File: config.mk
export PLATFORM = sky130hd
export DESIGN_NAME = fifo_rf_ctrl
export DESIGN_NICKNAME = d
export VERILOG_FILES = /design/src/rtl/fifo_rf_ctrl.sv
export SDC_FILE = /design/constraint.sdc
export NUM_CORES = 1
export LEC_CHECK = 0
export ABC_AREA = 1
export CORE_MARGIN = 5
export CORE_UTILIZATION = 39
export CTS_BUF_LIST = sky130_fd_sc_hd__clkbuf_16
export CTS_CLUSTER_SIZE = 25
export DETAILED_ROUTE_END_ITERATION = 8
export GPL_TIMING_DRIVEN = 0
export HOLD_SLACK_MARGIN = 0.03
export PLACE_DENSITY = 0.71
export SLEW_MARGIN = 25
export SYNTH_ARGS = -nofsm -noshare
export SYNTH_HDL_FRONTEND = slang
export SYNTH_SLANG_ARGS = --single-unit
File: constraint.sdc
create_clock -name clk -period 3.8 [get_ports clk]
set_input_delay 0.76 -clock clk [delete_from_list [all_inputs] [get_ports clk]]
set_output_delay 0.76 -clock clk [all_outputs]
set_load 0.03 [all_outputs]
File: src/rtl/fifo_rf_ctrl.sv
// Pointer and flag controller that turns a register file into a FIFO.
// Each push writes two entries and each pop reads one entry.
module fifo_rf_ctrl #(
  parameter int ADDR_WIDTH = 4
) (
  input  logic                  clk,
  input  logic                  reset_n,
  input  logic                  wr,
  input  logic                  rd,
  output logic                  w_en,
  output logic [ADDR_WIDTH-1:0] w_addr0,
  output logic [ADDR_WIDTH-1:0] w_addr1,
  output logic [ADDR_WIDTH-1:0] r_addr,
  output logic                  empty,
  output logic                  full,
  output logic [ADDR_WIDTH:0]   count,
  output logic                  ovf_err,
  output logic                  unf_err
);

  localparam int DEPTH = 2 ** ADDR_WIDTH;
  localparam logic [ADDR_WIDTH:0] FULL_LIM =
    (ADDR_WIDTH + 1)'(DEPTH - 2);

  logic [ADDR_WIDTH-1:0] wr_ptr;
  logic [ADDR_WIDTH-1:0] rd_ptr;
  logic                  push;
  logic                  pop;
  logic [ADDR_WIDTH:0]   add_n;
  logic [ADDR_WIDTH:0]   sub_n;

  // Full means fewer than two free entries, since a push needs two.
  assign empty   = (count == '0);
  assign full    = (count > FULL_LIM);
  assign push    = wr & ~full;
  assign pop     = rd & ~empty;
  assign w_en    = push;
  assign w_addr0 = wr_ptr;
  assign w_addr1 = wr_ptr + ADDR_WIDTH'(1);
  assign r_addr  = rd_ptr;
  assign add_n   = (ADDR_WIDTH + 1)'({push, 1'b0});
  assign sub_n   = (ADDR_WIDTH + 1)'(pop);

  always_ff @(posedge clk or negedge reset_n) begin
    if (!reset_n) begin
      wr_ptr  <= '0;
      rd_ptr  <= '0;
      count   <= '0;
      ovf_err <= 1'b0;
      unf_err <= 1'b0;
    end else begin
      if (push)
        wr_ptr <= wr_ptr + ADDR_WIDTH'(2);
      if (pop)
        rd_ptr <= rd_ptr + ADDR_WIDTH'(1);
      count   <= count + add_n - sub_n;
      ovf_err <= ovf_err | (wr & full);
      unf_err <= unf_err | (rd & empty);
    end
  end

endmodule
# Word level (Yosys, flattened, before mapping)
# Index checks and enable logic that the tools add are counted.
dict set report word_totals {
  register_bits 15
  latch_bits 0
  ram_bits 0
  romBits 0
  input_bits 4
  wordCells 20
  n_memories 0
}
dict set report classes {
  add_sub_neg 5
  multipliers 0
  div 0
  n_lt_le_gt_ge 1
  n_eq_ne 0
  n_shift 0
  mux 0
  bitwise_logic 8
  reduce_logical 1
}
# op count
set op_table {}
lappend op_table {{4-bit by 1-bit adder with 4-bit output, second input constant} 2}
lappend op_table {{5-bit by 2-bit adder with 5-bit output} 1}
lappend op_table {{5-bit by 4-bit > comparator with 1-bit output, second input constant} 1}
lappend op_table {{5-bit logical NOT} 1}
lappend op_table {{5-bit by 1-bit subtractor with 5-bit output} 1}
lappend op_table {{4-bit by 2-bit adder with 4-bit output, second input constant} 1}
lappend op_table {{1-bit bitwise AND} 4}
lappend op_table {{1-bit inverter} 2}
lappend op_table {{1-bit OR} 2}

# Logic depth before layout (Yosys ltp)
# Gate-level depths: netlist of the first run.
dict set report depth {
  ltp_word 5
  depth_mapped 12
  depth_no_buf 12
}

# Least setup slack after synthesis of the first run
# OpenSTA, ideal clock, no wires.
dict set report synth_timing {
  path_type {register -> register}
  from {register count[4]}
  to {register count[3]}
  setup_time_ns 0.123
  arrival_time_ns 2.276
  required_ns 3.677
  path_slack_ns 1.401
  stages_incl_launch_ff 13
  path_buffers 0
  cell_sequence {dfrtp_1 -> inv_1 -> ha_1 -> nand2_2 -> nor2_4 -> nand2_4 -> nand3_4 -> ha_1 -> inv_1 -> ha_1 -> inv_1 -> fa_1 -> xor2_1}
}
dict set report synth_between {
  elab_chain_cells 5
}
# item line_no
set synth_lines {}
lappend synth_lines {{from (decl)} 16} ;# output logic [ADDR_WIDTH:0] count,
lappend synth_lines {{from (signal assigned)} 56} ;# count <= count + add_n - sub_n;
lappend synth_lines {{5-bit by 4-bit > comparator with 1-bit output} 34} ;# assign full = (count > FULL_LIM);
lappend synth_lines {{1-bit inverter} 35} ;# assign push = wr & ~full;
lappend synth_lines {{1-bit bitwise AND} 35}
lappend synth_lines {{5-bit by 2-bit adder with 5-bit output} 56}
lappend synth_lines {{5-bit by 1-bit subtractor with 5-bit output *} 56}
# Every way passes the cells marked *; elsewhere a longest branch is shown, timed or not.
# A chain may end at the register's enable or synchronous reset.

# Worst setup path after layout of the first run
dict set report layout_timing {
  from {input port wr}
  to {output port w_en}
}
dict set report layout_between {
  elab_chain_cells 1
}
# item line_no
set layout_lines {}
lappend layout_lines {{from (decl)} 8} ;# input logic wr,
lappend layout_lines {{1-bit bitwise AND} 35}
lappend layout_lines {{to (decl)} 10} ;# output logic w_en,
# No other way between the ends.

==> results of run 1 <==
-- power groups by stage --
| stage | logic (mW) | clock network, mW | registers [mW] |
|---|---|---|---|
| after floorplan | 0.383 | 0 | 0.426 |
| after global placement | 0.754 | 0 | 0.300 |
| after detailed placement | 0.775 | 0 | 0.304 |
| after CTS | 0.780 | 0.199 | 0.303 |
| after global routing | 0.842 | 0.207 | 0.314 |
| final | 0.766 | 0.196 | 0.301 |
-- layer usage --
metal	wire (µm)	up-vias
li1	-	344
met1	691	324
met2	826	12
met3	70	0
met4	0	0
met5	0	-
-- worst max-delay path by stage --
stage	from	endpoint	slack, ns	cells past startpoint
finish	wr	w_en	0.83	4
global route	wr	w_en	0.76	4
CTS	wr	w_en	0.81	4
detailed placement	wr	w_en	0.82	4
global placement	wr	w_en	0.81	4
floorplan	count[4]$_DFF_PN0_	count[3]$_DFF_PN0_	1.40	12
-- final cells by class --
type / instances / area [µm²] / area share [%]
multi-input combinational: 58 / 408 / 33.5
sequential: 14 / 350 / 28.7
timing repair buffer: 23 / 230 / 18.9
tap: 28 / 35.0 / 2.87
inverter: 21 / 78.8 / 6.47
clock buffer: 3 / 75.1 / 6.16
clock inverter: 1 / 3.75 / 0.308
buffer: 5 / 37.5 / 3.08
-- registers in the layout, summed over array words and instances, names as in the netlist --
register / cells
r_addr: 4
w_addr0: 3
ovf_err: 1
count: 5
unf_err: 1
-- cell usage after synthesis --
| cell | instances | share of area, % |
|---|---|---|
| fa_1 | 1 | 2.3 |
| a21o_1 | 1 | 0.86 |
| nor2_2 | 2 | 1.4 |
| xnor2_1 | 2 | 2.0 |
| nand3_4 | 1 | 2.0 |
| xor2_1 | 1 | 1.0 |
| nand2_4 | 1 | 1.3 |
| nor2_1 | 1 | 0.43 |
| a21oi_1 | 1 | 0.57 |
| dfrtp_1 | 14 | 40 |
| nand2_2 | 4 | 2.9 |
| o21ai_0 | 2 | 1.1 |
| nand4_1 | 3 | 2.1 |
| a21oi_2 | 1 | 1.0 |
| buf_4 | 5 | 4.3 |
| nand3_1 | 3 | 1.7 |
| o21bai_1 | 1 | 0.86 |
| conb_1 | 2 | 0.86 |
| inv_1 | 21 | 9.0 |
| nand2_1 | 20 | 8.6 |
| ha_1 | 10 | 14 |
| nor2_4 | 1 | 1.3 |
-- critical path, delay by kind of cell --
| family | cells | cell delay [ns] |
|---|---|---|
| buffers and inverters | 3 | 1.33 |
| and+or+nand+nor | 1 | 0.12 |
-- metrics by stage --
stage	power, mW	cell area [µm²]	setup WS (ns)	hold WS (ns)
6_report	1.26	1220	0.831	0.465
3_3_place_gp	1.05	1140	0.813	0.447
4_1_cts	1.28	1220	0.815	0.467
5_1_grt	1.36	1220	0.765	0.477
2_1_floorplan	0.809	875	1.40	0.464
3_5_place_dp	1.08	1140	0.821	0.454
-- kinds of logic (layout without fill, tap and decap cells) --
kind of cell,count (synthesis),in the layout,synth area share (%)
AOI/OAI and AO/OA,6,6,4.44
xor gates and xnor gates,3,3,3.00
adders and majority gates,11,11,16.6
buffers and inverters,26,53,13.3
DFF,14,14,40.1
other,2,2,0.859
and+or+nand+nor,36,36,21.7
==> flow_metrics.py, run 1 <==
metrics = {
    "global_route": {
        "grt_pass1_vias": 626,
        "grt_max_degree": 15,
        "grt_use_total_pct": 9.90,
        "gr-usage-met1_pct": 11.3,
        "grt_pass1_wl_um": 2560,
        "use_met3_pct": 3.39,
        "grt-busiest-layer": "met2",
        "met2_usage_pct": 17.3,
        "grt_overflow": 0,
        "antenna_found_initial": 0,
    },
    "drt": {
        "wl_per_cell_um": 10.4,
        "ant_nets": 0,
        "drt-pass1-iter-count": 4,
        "drc": 0,
        "via_count": 680,
        "drt-initial-drc-count": 9,
        "drt_wl_total_um": 1590,
        "routed_via_density": 4.44,
    },
    "clock_network": {
        "postCtsResizedCells": 0,
        "htreeDepth": 1,
        "clockBufferDepth": 2,
        "worstSkewPairLatency_ns": 0.24,
        "numCtsBuffers": 3,
        "clock-sinks": 14,
        "cts_tree": "yes",
        "cts_root_buffer": "clkbuf_16",
        "postCtsSetupRepairBufs": 0,
        "clkTransAtPathRegs_ns": 0.05,
        "hold_buffers": 0,
    },
    "critical_path": {
        "crit_path_start_kind": "input port",
        "r2r-start": "count[4]$_DFF_PN0_",
        "cp_common_cell": "clkdlybuf4s50_1",
        "slowest_stage": "clkdlybuf4s50_1",
        "path_max_fanout": 5,
        "r2r-end": "count[3]$_DFF_PN0_",
        "cp.arrival_ns": 2.21,
        "path_class": "in2out",
        "reg2reg_slack_ns": 1.47,
        "r2r_cells": 12,
        "crit_path_end_kind": "primary output",
        "slowest_delay_ns": 0.66,
        "cp.required_ns": 3.04,
        "crit_chain": "clkdlybuf4s50_1, nand3_4, inv_1, clkdlybuf4s50_1",
    },
    "finish": {
        "final_common_cell": "clkdlybuf4s50_1",
        "final_core_util_pct": 56.2,
        "fill_cells": 208,
        "fin_cells": 153,
        "fin_nets": 141,
        "area_growth_pct": 39.3,
        "drive_gt1_share_pct": 14.4,
        "antennaDiodeCount": 0,
        "layout_common_cells": "clkdlybuf4s50_1, inv_1, nand2_1",
    },
    "timing": {
        "drv_slew": 0,
        "period_share_pct": 78.1,
        "layout_min_cycle_time_ns": 2.97,
        "rsz0062_at_grt": "false",
        "fin_setup_tns_ns": 0,
        "slew_headroom_pct": 58.4,
        "max_freq_mhz": 337,
        "setup_viol": 0,
        "hold_violations": 0,
        "worst_pin_slew_ns": 0.621,
        "skew_ns": 0.00183,
    },
    "power": {
        "p_seq_share_pct": 23.8,
        "switchingPower_mw": 0.574,
        "power_density_mw_per_mm2": 1040,
        "combPwrFrac_pct": 60.7,
        "power.leakage_nw": 0.631,
        "netSwitchingFraction_pct": 45.5,
        "ir_drop_uv": 600,
        "intPower_mw": 0.688,
        "clkPwrFrac_pct": 15.5,
    },
    "floorplanning": {
        "die_area_mm2": 0.00329,
        "coreArea_mm2": 0.00217,
        "io_pins": 26,
        "initial_core_util_pct": 40.3,
        "die_w_um": 57.4,
        "row_count": 17,
        "fp.dieH_um": 57.4,
    },
    "synthesis": {
        "yosys_warnings": 0,
        "syn_area_um2": 875,
        "syn_inst": 98,
        "synth.avg_cell_area_um2": 8.92,
        "yosysSeqAreaShare_pct": 40.1,
        "syn_nets": 113,
        "synth.distinct_cells": 22,
        "synth_seq_cells": 14,
    },
    "placement": {
        "numPortBuffers": 23,
        "place_hpwl_um": 1270,
        "gp_congestion": 0.733,
        "placed_cells": 149,
    },
    "hold_path": {
        "hold_start": "ovf_err$_DFF_PN0_",
        "holdPathStages": 2,
        "whs_endpoint": "ovf_err$_DFF_PN0_",
        "hp-class": "reg2reg",
    },
    "flow_run": {
        "maxCapViolations": 0,
    },
    "outcome": {
        "status": "complete, no violations",
    },
}
Power figures use the tool's default switching activity.
==> inputs of run 2 (changes only) <==
==> constraint.sdc (replaced) <==
create_clock -name clk -period 2.75 [get_ports clk]
set_input_delay 0.55 -clock clk [delete_from_list [all_inputs] [get_ports clk]]
set_output_delay 0.55 -clock clk [all_outputs]
set_load 0.03 [all_outputs]
==> results of run 2 <==
Same layout as run 1 (identical final DEF). Status: complete, no violations.
Main changes from that run: setup slack after placement 0.821 ns -> 0.191 ns; setup slack after layout 0.831 ns -> 0.150 ns; start point of the critical path wr -> count[4]$_DFF_PN0_; end point of the critical path w_en -> full; register-to-register setup slack 1.47 ns -> 0.42 ns; total power 1.26 mW -> 1.74 mW; worst IR drop on VDD 600 µV -> 829 µV
